===== config.mk =====
export PLATFORM = sky130hd
export DESIGN_NAME = cp0_ext
export DESIGN_NICKNAME = d
export VERILOG_FILES = /design/src/rtl/cp0_ext.sv
export SDC_FILE = /design/constraint.sdc
export NUM_CORES = 1
export LEC_CHECK = 0
export BUFFER_PORTS_ARGS = -buffer_cell sky130_fd_sc_hd__buf_2
export CAP_MARGIN = 20
export CORE_UTILIZATION = 45
export DETAILED_ROUTE_END_ITERATION = 10
export GPL_TIMING_DRIVEN = 0
export PLACE_DENSITY = 0.78
export SYNTH_ARGS = -nofsm -noshare
export SYNTH_HDL_FRONTEND = slang
export SYNTH_SLANG_ARGS = --single-unit

===== constraint.sdc =====
create_clock -name clk -period 11.3 [get_ports clk]
set_clock_uncertainty 0.1 [all_clocks]
set_input_delay 2.825 -clock clk [delete_from_list [all_inputs] [get_ports clk]]
set_output_delay 2.825 -clock clk [all_outputs]
set_load 0.01 [all_outputs]

===== src/rtl/cp0_ext.sv =====
// cp0_ext: coprocessor 0 for the datapath.
// Holds SR, Cause, EPC, BadVAddr, PRId and a Count/Compare timer.
// Raises have2handle when an exception or an enabled interrupt must be taken.
module cp0_ext #(
    parameter int unsigned NUM_IRQ        = 6,
    parameter logic [5:0]  EDGE_MASK      = 6'b0,
    parameter int unsigned TIMER_LINE     = NUM_IRQ - 1,
    parameter int unsigned COUNT_DIV_LOG2 = 0,
    parameter logic [31:0] PRID           = 32'h0000002a
) (
    input  logic               clk,
    input  logic               rst,
    input  logic [4:0]         addr,
    input  logic               write_enable,
    input  logic [31:0]        write_data,
    input  logic               exit_isr,
    input  logic               in_bds,
    input  logic [NUM_IRQ-1:0] hwirq,
    input  logic [4:0]         exc,
    input  logic [31:0]        curr_pc,
    input  logic [31:0]        bad_vaddr_in,
    output logic [31:0]        read_result,
    output logic [31:0]        epc,
    output logic               have2handle
);

    // IM/IP are always kept 6 wide; bits for lines that do not exist stay 0
    localparam logic [5:0] LINE_MASK  = 6'b111111 >> (6 - NUM_IRQ);
    localparam logic [5:0] EDGE_LINES = EDGE_MASK & LINE_MASK;
    localparam logic [5:0] TIMER_BIT  = 6'b000001 << TIMER_LINE;
    localparam logic [3:0] DIV_MASK   = 4'b1111 >> (4 - COUNT_DIV_LOG2);

    logic [5:0]  im;
    logic [5:0]  ip;
    logic [5:0]  hw_prev;
    logic        exl;
    logic        ie;
    logic        bd;
    logic        ti;
    logic [4:0]  exc_code;
    logic [31:0] bad_vaddr;
    logic [31:0] count;
    logic [31:0] compare;
    logic [3:0]  prescaler;

    logic [5:0]  hw;
    logic [5:0]  pending;
    logic [5:0]  edge_set;
    logic [5:0]  edge_clr;
    logic [5:0]  ip_next;
    logic        wr_sr;
    logic        wr_cause;
    logic        wr_epc;
    logic        wr_count;
    logic        wr_compare;
    logic        have_exc;
    logic        have_irq;
    logic        presc_wrap;
    logic [31:0] count_next;

    assign hw = LINE_MASK & 6'(hwirq);

    // Decode writes, take conditions, and next IP / Count values
    always_comb begin
        wr_sr      = write_enable && (addr == 5'd12);
        wr_cause   = write_enable && (addr == 5'd13);
        wr_epc     = write_enable && (addr == 5'd14);
        wr_count   = write_enable && (addr == 5'd9);
        wr_compare = write_enable && (addr == 5'd11);

        pending     = ip | (ti ? TIMER_BIT : 6'b0);
        have_exc    = (exc != 5'd0) && !exl;
        have_irq    = (|(pending & im)) && ie && !exl;
        have2handle = have_exc || have_irq;

        // Edge lines latch a rising edge; a Cause write with the bit at 0 clears
        // it unless the write is dropped by a take, and a new edge beats the clear.
        edge_set = hw & ~hw_prev & EDGE_LINES;
        edge_clr = (wr_cause && !have2handle) ? (~write_data[15:10] & EDGE_LINES) : 6'b0;
        ip_next  = (hw & ~EDGE_LINES) | edge_set | (ip & EDGE_LINES & ~edge_clr);

        presc_wrap = (prescaler & DIV_MASK) == DIV_MASK;
        if (wr_count) begin
            count_next = write_data;
        end else if (presc_wrap) begin
            count_next = count + 32'd1;
        end else begin
            count_next = count;
        end
    end

    // Register read mux
    always_comb begin
        read_result = '0;
        case (addr)
            5'd8:    read_result = bad_vaddr;
            5'd9:    read_result = count;
            5'd11:   read_result = compare;
            5'd12:   read_result = {16'b0, im, 8'b0, exl, ie};
            5'd13:   read_result = {bd, ti, 14'b0, ip, 3'b0, exc_code, 2'b0};
            5'd14:   read_result = epc;
            5'd15:   read_result = PRID;
            default: read_result = '0;
        endcase
    end

    // Status, cause, EPC and BadVAddr: a take overrides any mtc0 to them
    always_ff @(posedge clk or posedge rst) begin
        if (rst) begin
            im        <= LINE_MASK;
            exl       <= 1'b0;
            ie        <= 1'b1;
            bd        <= 1'b0;
            exc_code  <= '0;
            epc       <= '0;
            bad_vaddr <= '0;
        end else if (have2handle) begin
            exl      <= 1'b1;
            bd       <= in_bds;
            epc      <= in_bds ? (curr_pc - 32'd4) : curr_pc;
            exc_code <= have_exc ? exc : 5'd0;
            if (exc == 5'd4 || exc == 5'd5) begin
                bad_vaddr <= bad_vaddr_in;
            end
        end else begin
            if (wr_sr) begin
                im  <= write_data[15:10] & LINE_MASK;
                exl <= write_data[1];
                ie  <= write_data[0];
            end else if (exit_isr) begin
                exl <= 1'b0;
            end
            if (wr_cause) begin
                bd       <= write_data[31];
                exc_code <= write_data[6:2];
            end
            if (wr_epc) begin
                epc <= write_data;
            end
        end
    end

    // Interrupt pending bits and previous-sample history for edge detection
    always_ff @(posedge clk or posedge rst) begin
        if (rst) begin
            ip      <= '0;
            hw_prev <= '0;
        end else begin
            ip      <= ip_next;
            hw_prev <= hw;
        end
    end

    // Count/Compare timer with prescaler; a Compare write clears TI over a match
    always_ff @(posedge clk or posedge rst) begin
        if (rst) begin
            count     <= '0;
            compare   <= '1;
            prescaler <= '0;
            ti        <= 1'b0;
        end else begin
            prescaler <= presc_wrap ? 4'd0 : (prescaler + 4'd1);
            count     <= count_next;
            if (wr_compare) begin
                compare <= write_data;
                ti      <= 1'b0;
            end else if (count_next == compare) begin
                ti <= 1'b1;
            end
        end
    end

endmodule


==> summary.txt <==
Worst setup path
  • CP max stage delay: 0.64 ns
  • Crit path max fanout: 10
  • Top delay family on crit path: buffers and inverters
  • Slowest CP cell: clkbuf_1
  • FF-to-FF setup slack: 7.88 ns
  • CP Cell Sequence: clkbuf_1, clkbuf_1, clkbuf_1, nor2_1, a222oi_1, nand2_1, buf_2
  • Worst Path Buf+Inv: 4
  • Reg2Reg Depth: 9
  • Worst Path Arrival: 5.42 ns
  • WP depth: 7
  • Cell mode on critical path: clkbuf_1
  • Critical path type: in2out
  • Setup crit end kind: output pin
  • Data required time of the worst path: 8.38 ns
  • Crit start category: input port

Logic synthesis
  • Library cells used by synthesis: 65
  • FF+latch count, synth: 149
  • Post-synthesis cell area: 0.00914 sq mm
  • YS warnings: 0
  • Synth Net Count: 1085
  • Synth Area in Compound Gates: 0.147
  • Post-synthesis mux area share: 0.154
  • Largest family of logic cells by synthesized area: simple AND/OR/NAND/NOR gates
  • Cell taking the most area after synthesis: dfrtp_1
  • Most frequent cell after synthesis: dfrtp_1
  • Syn avg cell area: 9.46 sq um
  • Synthesized instance count: 966
  • Synth top area cells: dfrtp_1, dfstp_2, mux2_2, mux2i_1, nand2_1
  • Async SR Flop Fraction: 1.00
  • Commonest cells in the netlist: dfrtp_1, nand2_1, mux2_2
  • Seq/Total Area, Yosys: 0.413
  • Xor/xnor share of the synthesized area: 0.0841
  • Most used DFF post-synth: dfrtp_1
  • Post-Synth Adder-Cell Area: 0.00274
  • Synthesized-area fraction occupied by and/or/nand/nor cells: 0.162
  • Post-synth EDFFs: 0
  • Yosys top cell area share: 0.301

Clock tree
  • Hold_buf cts: 0
  • Post-CTS sizing: 0
  • Clk_lat worst skew: 0.43 ns
  • Clk sinks: 149
  • CTS Buffer Depth: 2
  • Clock root cell: clkbuf_16
  • Max H-tree Level: 4
  • Clock-pin slew on the worst setup and hold paths: 0.07 ns
  • Clock buffer count from CTS: 17
  • CTS tree: built
  • Setup Fix Bufs, Post-CTS: 0

Global routing
  • GR Overflow Total: 0
  • First-pass GRT wire length: 50400 microns
  • Antenna violations before repair: 0
  • GR Util All Layers: 0.332
  • Largest net degree at the start of global routing: 91
  • Vias in the first global route: 8380

Hold path
  • Hold WC Path Type: reg2reg
  • Hold-critical path depth: 1

Floorplanning
  • Die width: 145 microns
  • Starting Density: 0.465
  • Die area: 0.0209 sq mm
  • # rows: 51
  • IO Pins: 182
  • Core ar.: 0.0197 sq mm
  • Die H: 145 microns

Layout
  • Core Util, Final: 0.562
  • FF/Latch Area: 0.00378 sq mm
  • Fill cells: 1801
  • Antenna Cells: 0
  • Multi-input gate area: 0.00503 sq mm
  • Layout Nets: 1286
  • Cell area after layout: 0.0110 sq mm
  • Share of cells above drive strength 1: 0.303
  • P&R area growth vs syn: 20.8%

Route
  • Via count: 8823
  • Total Routed Length: 33300 microns
  • Antenna viol nets, final: 0
  • Initial DRC Count: 927
  • Residual DRC: 0
  • Via-to-Cell Ratio: 6.11
  • Drt pass-1 iters: 7
  • Drt wl/cell: 23.1 microns

Outcome
  • Status: completed

STA
  • Fmax: 120 MHz
  • # setup viols final: 0
  • RSZ-0062 raised after global routing: false
  • Fin. Hold Viols: 0
  • Max-slew violation count: 0
  • Max transition margin: 0.419
  • Crit share post-route: 0.738
  • Least-Margin Pin Slew: 0.871 ns
  • Hold WS: 0.411 ns
  • Final min period: 8.34 ns
  • Setup_tns: 0 ns

Power
  • Leak: 4.66 nW
  • Pwr dens: 216 mW/mm^2
  • Peak VDD IR: 0.111 mV

Run
  • MaxCap Viol Count: 0

Place
  • Area after DPL: 0.0104 sq mm
  • I/O Buffers: 180
  • GP Congestion: 0.987
  • Post-DP HPWL: 25700 microns
-- layout by cell type (no fill, tap or decap), types with 5 or more instances in the layout --
cell type | synthesis | layout
clkbuf_16 | 0 | 17
inv_1 | 23 | 22
clkbuf_1 | 49 | 49
or3_1 | 5 | 5
a222oi_1 | 8 | 8
xnor2_1 | 43 | 43
mux2i_1 | 38 | 38
nand3_1 | 19 | 19
buf_1 | 6 | 6
nor3_1 | 20 | 20
nand4_1 | 16 | 16
mux2_2 | 91 | 91
and4_1 | 6 | 6
o22ai_1 | 6 | 6
nor2b_1 | 5 | 5
xor2_1 | 42 | 42
and3_1 | 6 | 6
nand2_1 | 101 | 101
o21ai_0 | 48 | 48
a22oi_1 | 39 | 39
dfrtp_1 | 110 | 110
a21oi_1 | 57 | 57
nand2b_1 | 12 | 12
dfstp_2 | 39 | 39
nor4_1 | 16 | 16
buf_2 | 5 | 186
nor2_1 | 81 | 81
inv_6 | 0 | 8
o221ai_1 | 9 | 9
-- layer usage --
metal	track usage	vias up	wire length, microns
li1	-	3911	-
met1	0.438	4301	13500
met2	0.518	518	15300
met3	0.0825	93	3250
met4	0.134	0	1250
met5	0	-	0
-- stage by stage --
step / power [mW] / setup WS (ns) / std cells
after CTS: 2.37 / 3.10 / 1444
after global routing: 2.50 / 2.90 / 1445
after global placement: 1.73 / 2.57 / 1411
final: 2.39 / 2.96 / 1445
after detailed placement: 1.75 / 3.10 / 1412
after floorplan: 1.42 / 4.09 / 966
-- worst paths after layout --
kind	start	endpoint
worst max-delay path	addr[1]	read_result[31]
worst min-delay path	bad_vaddr[1]$_DFFE_PP0P_	bad_vaddr[1]$_DFFE_PP0P_
worst max register to register	count[13]$_DFF_PP0_	ti$_DFFE_PP0P_
worst min register to register	bad_vaddr[1]$_DFFE_PP0P_	bad_vaddr[1]$_DFFE_PP0P_
max in group asynchronous	rst	compare[19]$_DFFE_PP1P_
min in group asynchronous	rst	count[9]$_DFF_PP0_
-- power by group --
part	leakage, nW	internal [mW]	switching, mW
combinational	2.67	0.357	0.459
sequential	1.68	0.751	0.202
clock	0.313	0.359	0.263
-- cell type report --
type | instances | share of cell area
buffer | 62 | 0.0227
tap | 265 | 0.0300
multi-input combinational | 732 | 0.455
inverter | 23 | 0.00827
timing repair buffer | 182 | 0.0845
clock inverter | 15 | 0.0187
sequential | 149 | 0.342
clock buffer | 17 | 0.0385
-- worst reg2reg max path, delay by kind of cell (launching register included) --
kind | cells | cell delay [ns]
AND/OR/NAND/NOR | 3 | 1.31
buffers and inverters | 1 | 0.40
flip-flops | 1 | 0.33
AO/OA/AOI/OAI | 5 | 1.21
-- flip-flops by register name, indices dropped and copies added, names as in the netlist --
signal     flops
bd             1
ie             1
count         32
bad_vaddr     32
epc           32
exl            1
im             6
exc_code       5
ti             1
ip             6
compare       32
-- cell families after synthesis --
kind of cell | count (synthesis)
and+or+nand+nor | 308
AOI/OAI and AO/OA | 207
DFF | 149
muxes | 129
xor gates and xnor gates | 86
buffers and inverters | 85
adders and majority gates | 2
Power figures use the tool's default switching activity.
